## src/rtl/cpu_pkg.sv

```systemverilog
// Shared definitions for the 8-bit core: default widths and the writeback FSM encoding.
package cpu_pkg;

  localparam int W_DEF = 8;
  localparam int D_DEF = 3;

  typedef enum logic [1:0] {
    IDLE      = 2'd0,
    LOAD_WAIT = 2'd1,
    COMMIT    = 2'd2
  } wb_state_t;

endpackage

```

## src/rtl/wb_stage_if.sv

```systemverilog
// Execute-to-writeback result handshake; master is execute, slave is wb_stage.
interface wb_stage_if
  import cpu_pkg::*;
#(
  parameter int W = W_DEF,
  parameter int D = D_DEF
);

  logic         ExValid;
  logic         ExReady;
  logic         ExWrite;
  logic         ExIsLoad;
  logic [D-1:0] ExDest;
  logic [W-1:0] ExValue;

  modport master (
    output ExValid, ExWrite, ExIsLoad, ExDest, ExValue,
    input  ExReady
  );

  modport slave (
    input  ExValid, ExWrite, ExIsLoad, ExDest, ExValue,
    output ExReady
  );

endinterface

```

## src/rtl/wb_fwd_mux.sv

```systemverilog
// Bypass select for one register-file read operand: pending write value wins on address match.
module wb_fwd_mux
  import cpu_pkg::*;
#(
  parameter int W = W_DEF,
  parameter int D = D_DEF
) (
  input  logic         en,
  input  logic         wr,
  input  logic [D-1:0] waddr,
  input  logic [W-1:0] wdata,
  input  logic [D-1:0] raddr,
  input  logic [W-1:0] rdata,
  output logic [W-1:0] fwd
);

  always_comb begin
    fwd = rdata;
    if (en && wr && (waddr == raddr)) fwd = wdata;
  end

endmodule

```

## src/rtl/wb_stage.sv

```systemverilog
// Writeback stage: ALU/load results to the register-file write port.
// Optional operand bypass enabled by defining WB_FWD_EN.
module wb_stage
  import cpu_pkg::*;
#(
  parameter int W       = W_DEF,
  parameter int D       = D_DEF,
  parameter int MEM_LAT = 2
) (
  input  logic          CLK,
  input  logic          RESET,
  wb_stage_if.slave     ex,
  input  logic [W-1:0]  MemReadData,
  input  logic [D-1:0]  Reg1,
  input  logic [D-1:0]  Reg2,
  input  logic [W-1:0]  RegData1,
  input  logic [W-1:0]  RegData2,
  output logic          WriteReg,
  output logic [D-1:0]  WReg,
  output logic [W-1:0]  WriteValue,
  output logic [W-1:0]  Fwd1,
  output logic [W-1:0]  Fwd2,
  output logic          Busy
);

  localparam int CW = $clog2(MEM_LAT + 1);

`ifdef WB_FWD_EN
  localparam bit FWD_EN = 1'b1;
`else
  localparam bit FWD_EN = 1'b0;
`endif

  wb_state_t     state, state_nx;
  logic [CW-1:0] cnt;
  logic          accept;
  logic          last_beat;

  assign accept    = ex.ExValid && ex.ExReady;
  assign last_beat = (cnt == CW'(1));

  always_ff @(posedge CLK or posedge RESET) begin
    if (RESET) state <= IDLE;
    else       state <= state_nx;
  end

  // COMMIT accepts like IDLE so back-to-back ALU results commit every cycle
  always_comb begin
    state_nx = state;
    unique case (state)
      IDLE, COMMIT: begin
        state_nx = IDLE;
        if (accept && ex.ExWrite)
          state_nx = ex.ExIsLoad ? LOAD_WAIT : COMMIT;
      end
      LOAD_WAIT: if (last_beat) state_nx = COMMIT;
      default:   state_nx = IDLE;
    endcase
  end

  always_comb begin
    ex.ExReady = (state != LOAD_WAIT);
    WriteReg   = (state == COMMIT);
    Busy       = (state == LOAD_WAIT);
  end

  always_ff @(posedge CLK or posedge RESET) begin
    if (RESET) begin
      cnt        <= '0;
      WReg       <= '0;
      WriteValue <= '0;
    end else begin
      if (state == LOAD_WAIT) begin
        cnt <= cnt - CW'(1);
        if (last_beat) WriteValue <= MemReadData;
      end
      if (accept && ex.ExWrite) begin
        WReg <= ex.ExDest;
        if (ex.ExIsLoad) cnt        <= CW'(MEM_LAT);
        else             WriteValue <= ex.ExValue;
      end
    end
  end

  wb_fwd_mux #(.W(W), .D(D)) u_fwd1 (
    .en    (FWD_EN),
    .wr    (WriteReg),
    .waddr (WReg),
    .wdata (WriteValue),
    .raddr (Reg1),
    .rdata (RegData1),
    .fwd   (Fwd1)
  );

  wb_fwd_mux #(.W(W), .D(D)) u_fwd2 (
    .en    (FWD_EN),
    .wr    (WriteReg),
    .waddr (WReg),
    .wdata (WriteValue),
    .raddr (Reg2),
    .rdata (RegData2),
    .fwd   (Fwd2)
  );

endmodule

```

## src/flat_wrapper.sv

```systemverilog
// flat-port wrapper written by rule: the top's interface ports become plain ports
module wb_stage_flat import cpu_pkg::*;
#(
  parameter int W       = W_DEF,
  parameter int D       = D_DEF,
  parameter int MEM_LAT = 2
)
  (CLK, RESET, MemReadData, Reg1, Reg2, RegData1, RegData2, WriteReg, WReg, WriteValue, Fwd1, Fwd2, Busy, ex_ExValid, ex_ExWrite, ex_ExIsLoad, ex_ExDest, ex_ExValue, ex_ExReady);
  wb_stage_if #(.W(W), .D(D)) ex_i ();
  input  logic CLK;
  input  logic RESET;
  input  logic [W-1:0] MemReadData;
  input  logic [D-1:0] Reg1;
  input  logic [D-1:0] Reg2;
  input  logic [W-1:0] RegData1;
  input  logic [W-1:0] RegData2;
  output logic WriteReg;
  output logic [D-1:0] WReg;
  output logic [W-1:0] WriteValue;
  output logic [W-1:0] Fwd1;
  output logic [W-1:0] Fwd2;
  output logic Busy;
  input wire logic [$bits(ex_i.ExValid)-1:0] ex_ExValid;
  input wire logic [$bits(ex_i.ExWrite)-1:0] ex_ExWrite;
  input wire logic [$bits(ex_i.ExIsLoad)-1:0] ex_ExIsLoad;
  input wire logic [$bits(ex_i.ExDest)-1:0] ex_ExDest;
  input wire logic [$bits(ex_i.ExValue)-1:0] ex_ExValue;
  output wire logic [$bits(ex_i.ExReady)-1:0] ex_ExReady;
  assign ex_i.ExValid = ex_ExValid;
  assign ex_i.ExWrite = ex_ExWrite;
  assign ex_i.ExIsLoad = ex_ExIsLoad;
  assign ex_i.ExDest = ex_ExDest;
  assign ex_i.ExValue = ex_ExValue;
  assign ex_ExReady = ex_i.ExReady;
  wb_stage #(.W(W), .D(D), .MEM_LAT(MEM_LAT)) u_core (.CLK(CLK), .RESET(RESET), .ex(ex_i), .MemReadData(MemReadData), .Reg1(Reg1), .Reg2(Reg2), .RegData1(RegData1), .RegData2(RegData2), .WriteReg(WriteReg), .WReg(WReg), .WriteValue(WriteValue), .Fwd1(Fwd1), .Fwd2(Fwd2), .Busy(Busy));
endmodule
```

## config.mk

```make
export PLATFORM = sky130hd
export DESIGN_NAME = wb_stage_flat
export DESIGN_NICKNAME = d
export VERILOG_FILES = /design/src/rtl/cpu_pkg.sv /design/src/rtl/wb_stage_if.sv /design/src/rtl/wb_fwd_mux.sv /design/src/rtl/wb_stage.sv /design/src/flat_wrapper.sv
export SDC_FILE = /design/constraint.sdc
export NUM_CORES = 1
export LEC_CHECK = 0
export ABC_AREA = 1
export BUFFER_PORTS_ARGS = -buffer_cell sky130_fd_sc_hd__buf_2
export CAP_MARGIN = 10
export CORE_ASPECT_RATIO = 0.7
export CORE_UTILIZATION = 35
export CTS_CLUSTER_SIZE = 25
export DETAILED_ROUTE_END_ITERATION = 12
export GPL_TIMING_DRIVEN = 0
export PLACE_DENSITY = 0.71
export REMOVE_ABC_BUFFERS = 1
export SLEW_MARGIN = 10
export SYNTH_ARGS = -nofsm -noshare
export SYNTH_HDL_FRONTEND = slang
export SYNTH_SLANG_ARGS = --single-unit
```

## constraint.sdc

```tcl
create_clock -name CLK -period 1.4 [get_ports CLK]
set_input_delay 0.21 -clock CLK [delete_from_list [all_inputs] [get_ports CLK]]
set_output_delay 0.21 -clock CLK [all_outputs]
set_load 0.01 [all_outputs]
```

==> flow_metrics.env, run 1 <==
export IMPL_dr_pass1_iters=4
export IMPL_clock_sinks=15
export IMPL_r2r_end="u_core.WriteValue[6]"
export IMPL_htreeDepth=1
export IMPL_grt_pass1_wl_um=3280
export IMPL_finClkSkew_ps=1.63
export IMPL_rsz0062_at_grt="no"
export IMPL_die_w_um=64.5
export IMPL_layout_commonest_cell="nand2_1"
export IMPL_grt_pass1_vias=671
export IMPL_layout_nets=192
export IMPL_setup_tns_ps=0
export IMPL_critical_path_max_stage_delay_ps=370
export IMPL_power_mw=1.99
export IMPL_hold_buffers=0
export IMPL_slew_violations=0
export IMPL_p_per_area_nw_per_um2=1800
export IMPL_syn_area_um2=957
export IMPL_netlist_top_cells_area="dfrtp_1, nand2_1, buf_4"
export IMPL_yosysTopAreaCellShare_pct=39.2
export IMPL_ir_drop_mv=0.678
export IMPL_layout_drive_gt1_share_pct=34.7
export IMPL_cts_tree="built"
export IMPL_grt_max_degree=16
export IMPL_yosysWarnings=0
export IMPL_yosysUniqueCellTypes=18
export IMPL_startpoint_type="register"
export IMPL_tightest_slew_ps=563
export IMPL_portBuffers=37
export IMPL_drc=0
export IMPL_pin_count=76
export IMPL_yosys_area_top_type="dfrtp_1"
export IMPL_r2r_slack_ps=150
export IMPL_place_inst=174
export IMPL_hold_viol_final=0
export IMPL_rows=15
export IMPL_worstPathRequired_ps=1190
export IMPL_die_area_um2=2950
export IMPL_cts_setup_buffers=0
export IMPL_via_per_inst=4.36
export IMPL_grt_ovfl_total=0
export IMPL_maxCapViolCount=0
export IMPL_n_antenna_cell=0
export IMPL_cp_max_fo=10
export IMPL_crit_type="register to output port"
export IMPL_ff2ff_path_depth=7
export IMPL_ys_ff_latch=15
export IMPL_cts_clk_slew_worst_paths_ps=60
export IMPL_grtUsageTotal_pct=15.3
export IMPL_worstSkewPairLatency_ps=240
export IMPL_ant_nets=0
export IMPL_post_dp_hpwl_um=1640
export IMPL_end_kind="output port"
export IMPL_routabilityCongestion=0.670
export IMPL_syn2layout_area_growth_pct=15.4
export IMPL_antenna_found_initial=0
export IMPL_crit_path_top_delay_cell="dfrtp_1"
export IMPL_timing_rr_start="u_core.cnt[1]"
export IMPL_cts_path_max_buffers=2
export IMPL_arrival_ps=1110
export IMPL_cts_buffers_inserted=3
export IMPL_path_cells="inv_2 -> nand2_8 -> inv_1 -> buf_2"
export IMPL_final_cells=178
export IMPL_p_leak_nw=0.661
export IMPL_routedWlPerCell_um=11.4
export IMPL_first_iter_violations=18
export IMPL_hold_class="input pin to asynchronous set/reset pin"
export IMPL_final_cell_mix="nand2_1, buf_2, inv_1, dfrtp_1, nand3_1"
export IMPL_routed_wl_um=2030
export IMPL_vias=776
export IMPL_status="finished, final reports clean"
export IMPL_min_period_ps=1320
export IMPL_initial_utilization_pct=37.8
export IMPL_coreArea_um2=2530
export IMPL_ys_seq_area_share_pct=39.2
export IMPL_finalSetupViolCount=0
export IMPL_avgSynthCellArea_um2=7.98
export IMPL_dieHeight_um=45.8
export IMPL_synthCells=120
export IMPL_maxSlewHeadroom_pct=62.4
export IMPL_finalCritPeriodShare_pct=94.0
export IMPL_cts_root_buf="clkbuf_8"
export IMPL_fmax_mhz=760
power breakdown:
part / total (mW) / switching [mW] / internal [mW]
sequential: 0.757 / 0.124 / 0.633
combinational: 0.892 / 0.514 / 0.378
clock: 0.339 / 0.138 / 0.201
total: 1.99 / 0.775 / 1.21
worst max path at each step:
stage	startpoint	end	slack, ps	cells past startpoint
5_1_grt	u_core.state[1]	Busy	10	4
6_report	u_core.state[1]	Busy	80	4
3_5_place_dp	u_core.cnt[1]	u_core.WriteValue[5]	90	7
4_1_cts	u_core.state[1]	Busy	80	4
3_3_place_gp	u_core.cnt[1]	u_core.WriteValue[3]	150	7
2_1_floorplan	u_core.cnt[1]	u_core.WriteValue[1]	280	7
area by class of cell:
type	count	area [µm²]
Timing Repair Buffer	37	185
Fill cell	289	1430
Sequential cell	15	377
Clock buffer	4	45.0
Multi-Input combinational cell	64	358
Inverter	24	97.6
Tap cell	34	42.5
what timing repair did:
action	4_1_cts	5_1_grt
setup endpoints to repair	1	7
pin swaps	0	0
endpoints found under the hold margin	0	0
resized for setup	1	2
cells in the mapped netlist:
cell	instances
nand2_1	40
inv_1	21
buf_4	16
dfrtp_1	15
nand3_1	12
inv_2	2
nand2_8	2
nand3_4	2
buf_6	1
clkinv_4	1
ha_1	1
nand4_1	1
nor2_1	1
nor2_8	1
o211ai_1	1
o21ai_0	1
o22ai_1	1
xnor2_1	1
per-stage QoR:
step	hold slack [ps]	setup slack, ps	utilization, %	area [µm²]
2_1_floorplan	111	279	-	826
3_3_place_gp	290	155	41.6	1050
3_5_place_dp	298	87.8	41.6	1050
4_1_cts	36.1	76.4	43.4	1100
5_1_grt	60.2	12.9	43.6	1100
6_report	12.2	84.5	43.6	1100
critical path, delay by kind of cell, from the launching register on:
family                 cells  cell delay [ps]
AND/OR/NAND/NOR            1              110
flip-flops                 1              370
buffers and inverters      3              390
flip-flops by register name, indices dropped and copies added, names as in the netlist:
name	flops
u_core.WReg	3
u_core.WriteValue	8
u_core.cnt	2
u_core.state	2
routing by layer:
metal  wire, µm  vias to the layer above  GRT usage (%)
li1           -                      394              -
met1        871                      332           19.4
met2        860                       48           21.1
met3        279                        2           9.50
met4         13                        0           4.00
met5          0                        -           7.14
logic make-up (layout without fill, tap and decap cells):
family / Yosys count / after routing / share of synthesized area (%)
compound gates: 3 / 3 / 1.96
xor+xnor: 1 / 1 / 0.915
fa+ha+maj: 1 / 1 / 1.31
buf+inv: 41 / 65 / 23.7
flops: 15 / 15 / 39.2
simple gates: 59 / 59 / 32.9
No activity file was read; power rests on OpenSTA's default activity.
==> run 2, diff against run 1 <==
--- a/config.mk
+++ b/config.mk
@@ -5,7 +5,6 @@
 export SDC_FILE = /design/constraint.sdc
 export NUM_CORES = 1
 export LEC_CHECK = 0
-export ABC_AREA = 1
 export BUFFER_PORTS_ARGS = -buffer_cell sky130_fd_sc_hd__buf_2
 export CAP_MARGIN = 10
 export CORE_ASPECT_RATIO = 0.7
@@ -13,7 +12,7 @@
 export CTS_CLUSTER_SIZE = 25
 export DETAILED_ROUTE_END_ITERATION = 12
 export GPL_TIMING_DRIVEN = 0
-export PLACE_DENSITY = 0.71
+export PLACE_DENSITY = 0.75
 export REMOVE_ABC_BUFFERS = 1
 export SLEW_MARGIN = 10
 export SYNTH_ARGS = -nofsm -noshare
==> flow_metrics.env, run 2 <==
export IMPL_worstPathRequired_ps=1570
export IMPL_portBuffers=37
export IMPL_ys_seq_area_share_pct=45.9
export IMPL_cp_max_fo=4
export IMPL_synth_flop_cell="dfrtp_1"
export IMPL_via_per_inst=5.11
export IMPL_finalCritPeriodShare_pct=98.6
export IMPL_crit_type="register to register"
export IMPL_ys_ff_latch=15
export IMPL_cts_clk_slew_worst_paths_ps=80
export IMPL_multi_input_area_um2=300
export IMPL_cts_tree="built"
export IMPL_syn_area_um2=817
export IMPL_clock_sinks=15
export IMPL_min_period_ps=1380
export IMPL_routabilityCongestion=0.708
export IMPL_dr_pass1_iters=4
export IMPL_synthXorXnorAreaFrac_pct=0
export IMPL_post_synth_and_or_nand_nor_area_fraction_pct=13.3
export IMPL_fin_hold_ws_ps=163
export IMPL_n_antenna_cell=0
export IMPL_hold_viol_final=0
export IMPL_cts_root_buf="clkbuf_4"
export IMPL_syn2layout_area_growth_pct=25.9
export IMPL_routedWlPerCell_um=15.1
export IMPL_first_iter_violations=28
export IMPL_p_leak_nw=0.473
export IMPL_dieHeight_um=42.4
export IMPL_synth_most_common_cell="buf_4"
export IMPL_yosys_top_cells_count="buf_4, dfrtp_1, or4_1, o221a_1"
export IMPL_grt_pass1_vias=665
export IMPL_regMostFlops="u_core.WriteValue"
export IMPL_die_w_um=59.7
export IMPL_fmax_mhz=724
export IMPL_synthArstFlopShare_pct=100
export IMPL_synthCells=70
export IMPL_post_dp_hpwl_um=1460
export IMPL_highest_layer="met3"
export IMPL_seqCellArea_um2=375
export IMPL_grtUsageTotal_pct=17.5
export IMPL_status="finished, final reports clean"
export IMPL_n_fill_cell=223
export IMPL_slew_violations=0
export IMPL_maxSlewHeadroom_pct=60.9
export IMPL_yosys_area_top_type="dfrtp_1"
export IMPL_cts_path_max_buffers=2
export IMPL_finClkSkew_ps=0.522
export IMPL_wl_met2_um=827
export IMPL_routed_wl_um=2010
export IMPL_tightest_slew_ps=586
export IMPL_synth_top_family_by_area="buffers and inverters"
export IMPL_place_ws_ps=-192
export IMPL_vias=680
export IMPL_rsz0062_at_grt="yes"
export IMPL_maxCapViolCount=0
export IMPL_ant_nets=0
export IMPL_cts_buffers_inserted=3
export IMPL_final_cell_mix="buf_2, dfrtp_1, or4_1, o221a_1, buf_4"
export IMPL_arrival_ps=1550
export IMPL_yosysWarnings=0
export IMPL_yosysTopAreaCellShare_pct=45.9
export IMPL_pin_count=76
export IMPL_startpoint_type="register"
export IMPL_coreArea_um2=2170
export IMPL_final_util_pct=47.4
export IMPL_ir_drop_mv=0.713
export IMPL_final_setup_worst_slack_ps=19.6
export IMPL_rows=14
export IMPL_antenna_found_initial=0
export IMPL_finalSetupViolCount=0
export IMPL_drc=0
export IMPL_hold_class="input pin to register"
export IMPL_layout_nets=149
export IMPL_netlist_top_cells_area="dfrtp_1, buf_4, o221a_1"
export IMPL_drt_met1_wl_um=876
export IMPL_layout_commonest_cell="buf_2"
export IMPL_reg_top3="u_core.WriteValue: 8 flops, u_core.WReg: 3 flops"
export IMPL_synth_edf_count=0
export IMPL_die_area_um2=2530
export IMPL_initial_utilization_pct=37.6
export IMPL_grt_pass1_wl_um=3130
export IMPL_yosysUniqueCellTypes=21
export IMPL_synth_compound_area_share_pct=16.7
export IMPL_place_area_um2=903
export IMPL_p_per_area_nw_per_um2=1890
export IMPL_layout_drive_gt1_share_pct=57.4
export IMPL_largest_reg_flops=8
export IMPL_synthMuxAreaShare_pct=4.13
export IMPL_htreeDepth=1
export IMPL_setup_tns_ps=0
export IMPL_grt_ovfl_total=0
export IMPL_synthAdderAreaFrac_pct=1.53
export IMPL_wl_met3_um=307
export IMPL_worstSkewPairLatency_ps=270
export IMPL_end_kind="register"
export IMPL_grt_max_degree=16
export IMPL_avgSynthCellArea_um2=11.7
export IMPL_design_area_um2=1030
run 2: per-layer routing:
layer  GRT usage, %  vias up
met4              0        0
met3           15.7        0
met5           7.14        -
met1           21.5      327
met2           23.3       46
li1               -      307
run 2: critical path, cell delays in order, from the launching register on:
cell and delay (ps):
dfrtp_1 390, nor2b_4 150, buf_6 130, or4_1 470, o221a_1 140
run 2: timing repair:
action                                 CTS  global route
gates cloned                             0             0
setup buffers                            5             3
setup endpoints to repair               10             9
pin swaps                                0             2
endpoints found under the hold margin   15             0
gates resized for setup                  1             5
hold buffers                             1             0
run 2: cells by family after synthesis:
logic type,Yosys count
AOI/OAI and AO/OA,13
adders and majority gates,1
buffers and inverters,22
DFF,15
muxes,3
and+or+nand+nor,16
run 2: path summary, 6_finish.rpt:
kind,startpoint,to,slack [ps],depth (start not counted)
hold reg to reg,u_core.cnt[0],u_core.cnt[0],510,1
min in group asynchronous,RESET,u_core.WriteValue[1],530,3
hold / removal,ex_ExDest[1],u_core.WReg[1],160,2
setup reg to reg,u_core.state[0],u_core.WriteValue[0],20,4
max in group asynchronous,RESET,u_core.WriteValue[5],490,3
setup / recovery,u_core.state[0],u_core.WriteValue[0],20,4
run 2: layout make-up:
type / count / area share, %
inverters: 3 / 1.09
clock buffers: 4 / 2.55
multi-input cells: 33 / 29.2
well taps: 32 / 3.89
flip-flops and latches: 15 / 36.5
repair buffers: 46 / 26.8
run 2: per-stage QoR:
stage | total power, mW | cells
5_1_grt | 2.11 | 133
4_1_cts | 1.89 | 130
3_5_place_dp | 1.51 | 120
6_report | 1.94 | 133
2_1_floorplan | 1.20 | 51
3_3_place_gp | 1.48 | 120
run 2: report_power, final:
part           leakage (nW)  internal [mW]  switching [mW]
registers             0.172          0.635           0.103
clock network        0.0150          0.110           0.130
logic                 0.286          0.527           0.434
==> run 3, diff against run 2 <==
--- a/config.mk
+++ b/config.mk
@@ -13,6 +13,7 @@
 export DETAILED_ROUTE_END_ITERATION = 12
 export GPL_TIMING_DRIVEN = 0
 export PLACE_DENSITY = 0.75
+export RECOVER_POWER = 100
 export REMOVE_ABC_BUFFERS = 1
 export SLEW_MARGIN = 10
 export SYNTH_ARGS = -nofsm -noshare
==> flow_metrics.env, run 3 (synthesis results as in run 2) <==
export IMPL_status="finished, final reports clean"
export IMPL_maxSlewHeadroom_pct=60.6
export IMPL_crit_path_top_delay_cell="or4_1"
export IMPL_cts_tree="built"
export IMPL_tightest_slew_ps=590
export IMPL_rsz0062_at_grt="yes"
export IMPL_layout_drive_gt1_share_pct=46.5
export IMPL_routed_wl_um=2020
export IMPL_initial_utilization_pct=37.6
export IMPL_hold_viol_final=0
export IMPL_worstSkewPairLatency_ps=280
export IMPL_timing_rr_start="u_core.state[0]"
export IMPL_min_period_ps=1380
export IMPL_grt_pass1_wl_um=3130
export IMPL_grt_pass1_vias=665
export IMPL_cts_buffers_inserted=3
export IMPL_routedWlPerCell_um=15.2
export IMPL_crit_type="register to register"
export IMPL_final_util_pct=46.7
export IMPL_post_dp_hpwl_um=1460
export IMPL_finalCritPeriodShare_pct=98.7
export IMPL_ant_nets=0
export IMPL_r2r_end="u_core.WriteValue[0]"
export IMPL_drc=0
export IMPL_cts_clk_slew_worst_paths_ps=80
export IMPL_hold_class="input pin to register"
export IMPL_grt_ovfl_total=0
export IMPL_setup_tns_ps=0
export IMPL_finalSetupViolCount=0
export IMPL_p_leak_nw=0.444
export IMPL_largest_reg_flops=8
export IMPL_dieHeight_um=42.4
export IMPL_cts_root_buf="clkbuf_4"
export IMPL_regMostFlops="u_core.WriteValue"
export IMPL_clock_sinks=15
export IMPL_cp_max_fo=4
export IMPL_layout_commonest_cell="buf_2"
export IMPL_grt_max_degree=16
export IMPL_arrival_ps=1550
export IMPL_via_per_inst=5.12
export IMPL_power_mw=1.90
export IMPL_ir_drop_mv=0.715
export IMPL_antenna_found_initial=0
export IMPL_dr_pass1_iters=4
export IMPL_startpoint_type="register"
export IMPL_vias=681
export IMPL_coreArea_um2=2170
export IMPL_layout_nets=149
export IMPL_hold_end="u_core.WReg[1]"
export IMPL_fmax_mhz=724
export IMPL_final_cell_mix="buf_2, dfrtp_1, clkbuf_1, or4_1, o221a_1"
export IMPL_die_area_um2=2530
export IMPL_path_cells="nor2b_4 -> buf_6 -> or4_1 -> o221a_1"
export IMPL_holdPathStages=2
export IMPL_htreeDepth=1
export IMPL_rows=14
export IMPL_critical_path_max_stage_delay_ps=470
export IMPL_fin_hold_ws_ps=160
export IMPL_routabilityCongestion=0.708
export IMPL_first_iter_violations=27
export IMPL_cpLargestDelayFamily="simple AND/OR/NAND/NOR gates"
export IMPL_finClkSkew_ps=0.718
export IMPL_reg_top3="u_core.WriteValue: 8 flops, u_core.WReg: 3 flops"
export IMPL_r2r_slack_ps=20
export IMPL_pin_count=76
export IMPL_end_kind="register"
export IMPL_n_antenna_cell=0
export IMPL_cts_path_max_buffers=2
export IMPL_worstPathRequired_ps=1570
export IMPL_grtUsageTotal_pct=17.5
export IMPL_die_w_um=59.7
export IMPL_maxCapViolCount=0
export IMPL_worstHoldStart="ex_ExDest[1]"
export IMPL_syn2layout_area_growth_pct=24.2
export IMPL_crit_buf_inv=1
export IMPL_portBuffers=37
export IMPL_p_per_area_nw_per_um2=1880
export IMPL_slew_violations=0
export IMPL_ff2ff_path_depth=4
==> run 3: cell type report <==
cell class / instances / area (µm²)
inverters: 3 / 11.3
clock buffers: 4 / 26.3
repair buffers: 46 / 262
multi-input cells: 33 / 300
flip-flops and latches: 15 / 375
fillers: 224 / 1160
well taps: 32 / 40.0
==> run 3: worst max path at each step <==
stage | start | to | slack (ps) | cells past startpoint
after detailed placement | u_core.cnt[0] | u_core.WriteValue[7] | -190 | 4
final | u_core.state[0] | u_core.WriteValue[0] | 20 | 4
after global routing | u_core.cnt[1] | u_core.WriteValue[1] | -40 | 5
after floorplan | u_core.cnt[0] | u_core.WriteValue[7] | -1 | 4
after global placement | u_core.cnt[0] | u_core.WriteValue[7] | -150 | 4
after CTS | u_core.state[0] | u_core.WriteValue[0] | -4 | 4
==> run 3: what timing repair did <==
item / in CTS / in global routing
endpoints found under the setup margin: 10 / 9
setup buffers: 5 / 3
hold buffers: 1 / 0
hold endpoints to repair: 15 / 0
pin swaps: 0 / 2
resized for setup: 1 / 5
==> run 3: report_power, final <==
part           internal (mW)  switching (mW)
combinational          0.486           0.435
sequential             0.635           0.107
clock                  0.110           0.132
==> run 3: layer usage <==
layer	share of wire (%)	up-vias	GRT usage [%]	routed length (µm)
li1	-	307	-	-
met1	42	322	21.5	858
met2	41	52	23.3	826
met3	17	0	15.7	334
met4	0	0	0	0
met5	0	-	7.14	0
==> run 3: through the flow <==
step	std cells	worst slack [ps]	instance area (µm²)
after floorplan	51	-1.39	678
after global placement	120	-154	903
after detailed placement	120	-192	903
after CTS	130	-4.14	992
after global routing	133	-39.0	1010
final	133	17.8	1010
==> run 3: worst register-to-register path: cells and delay by family (launching register included) <==
family	cells	cell delay, ps
buf+inv	1	130
simple gates	2	620
flops	1	390
compound gates	1	140
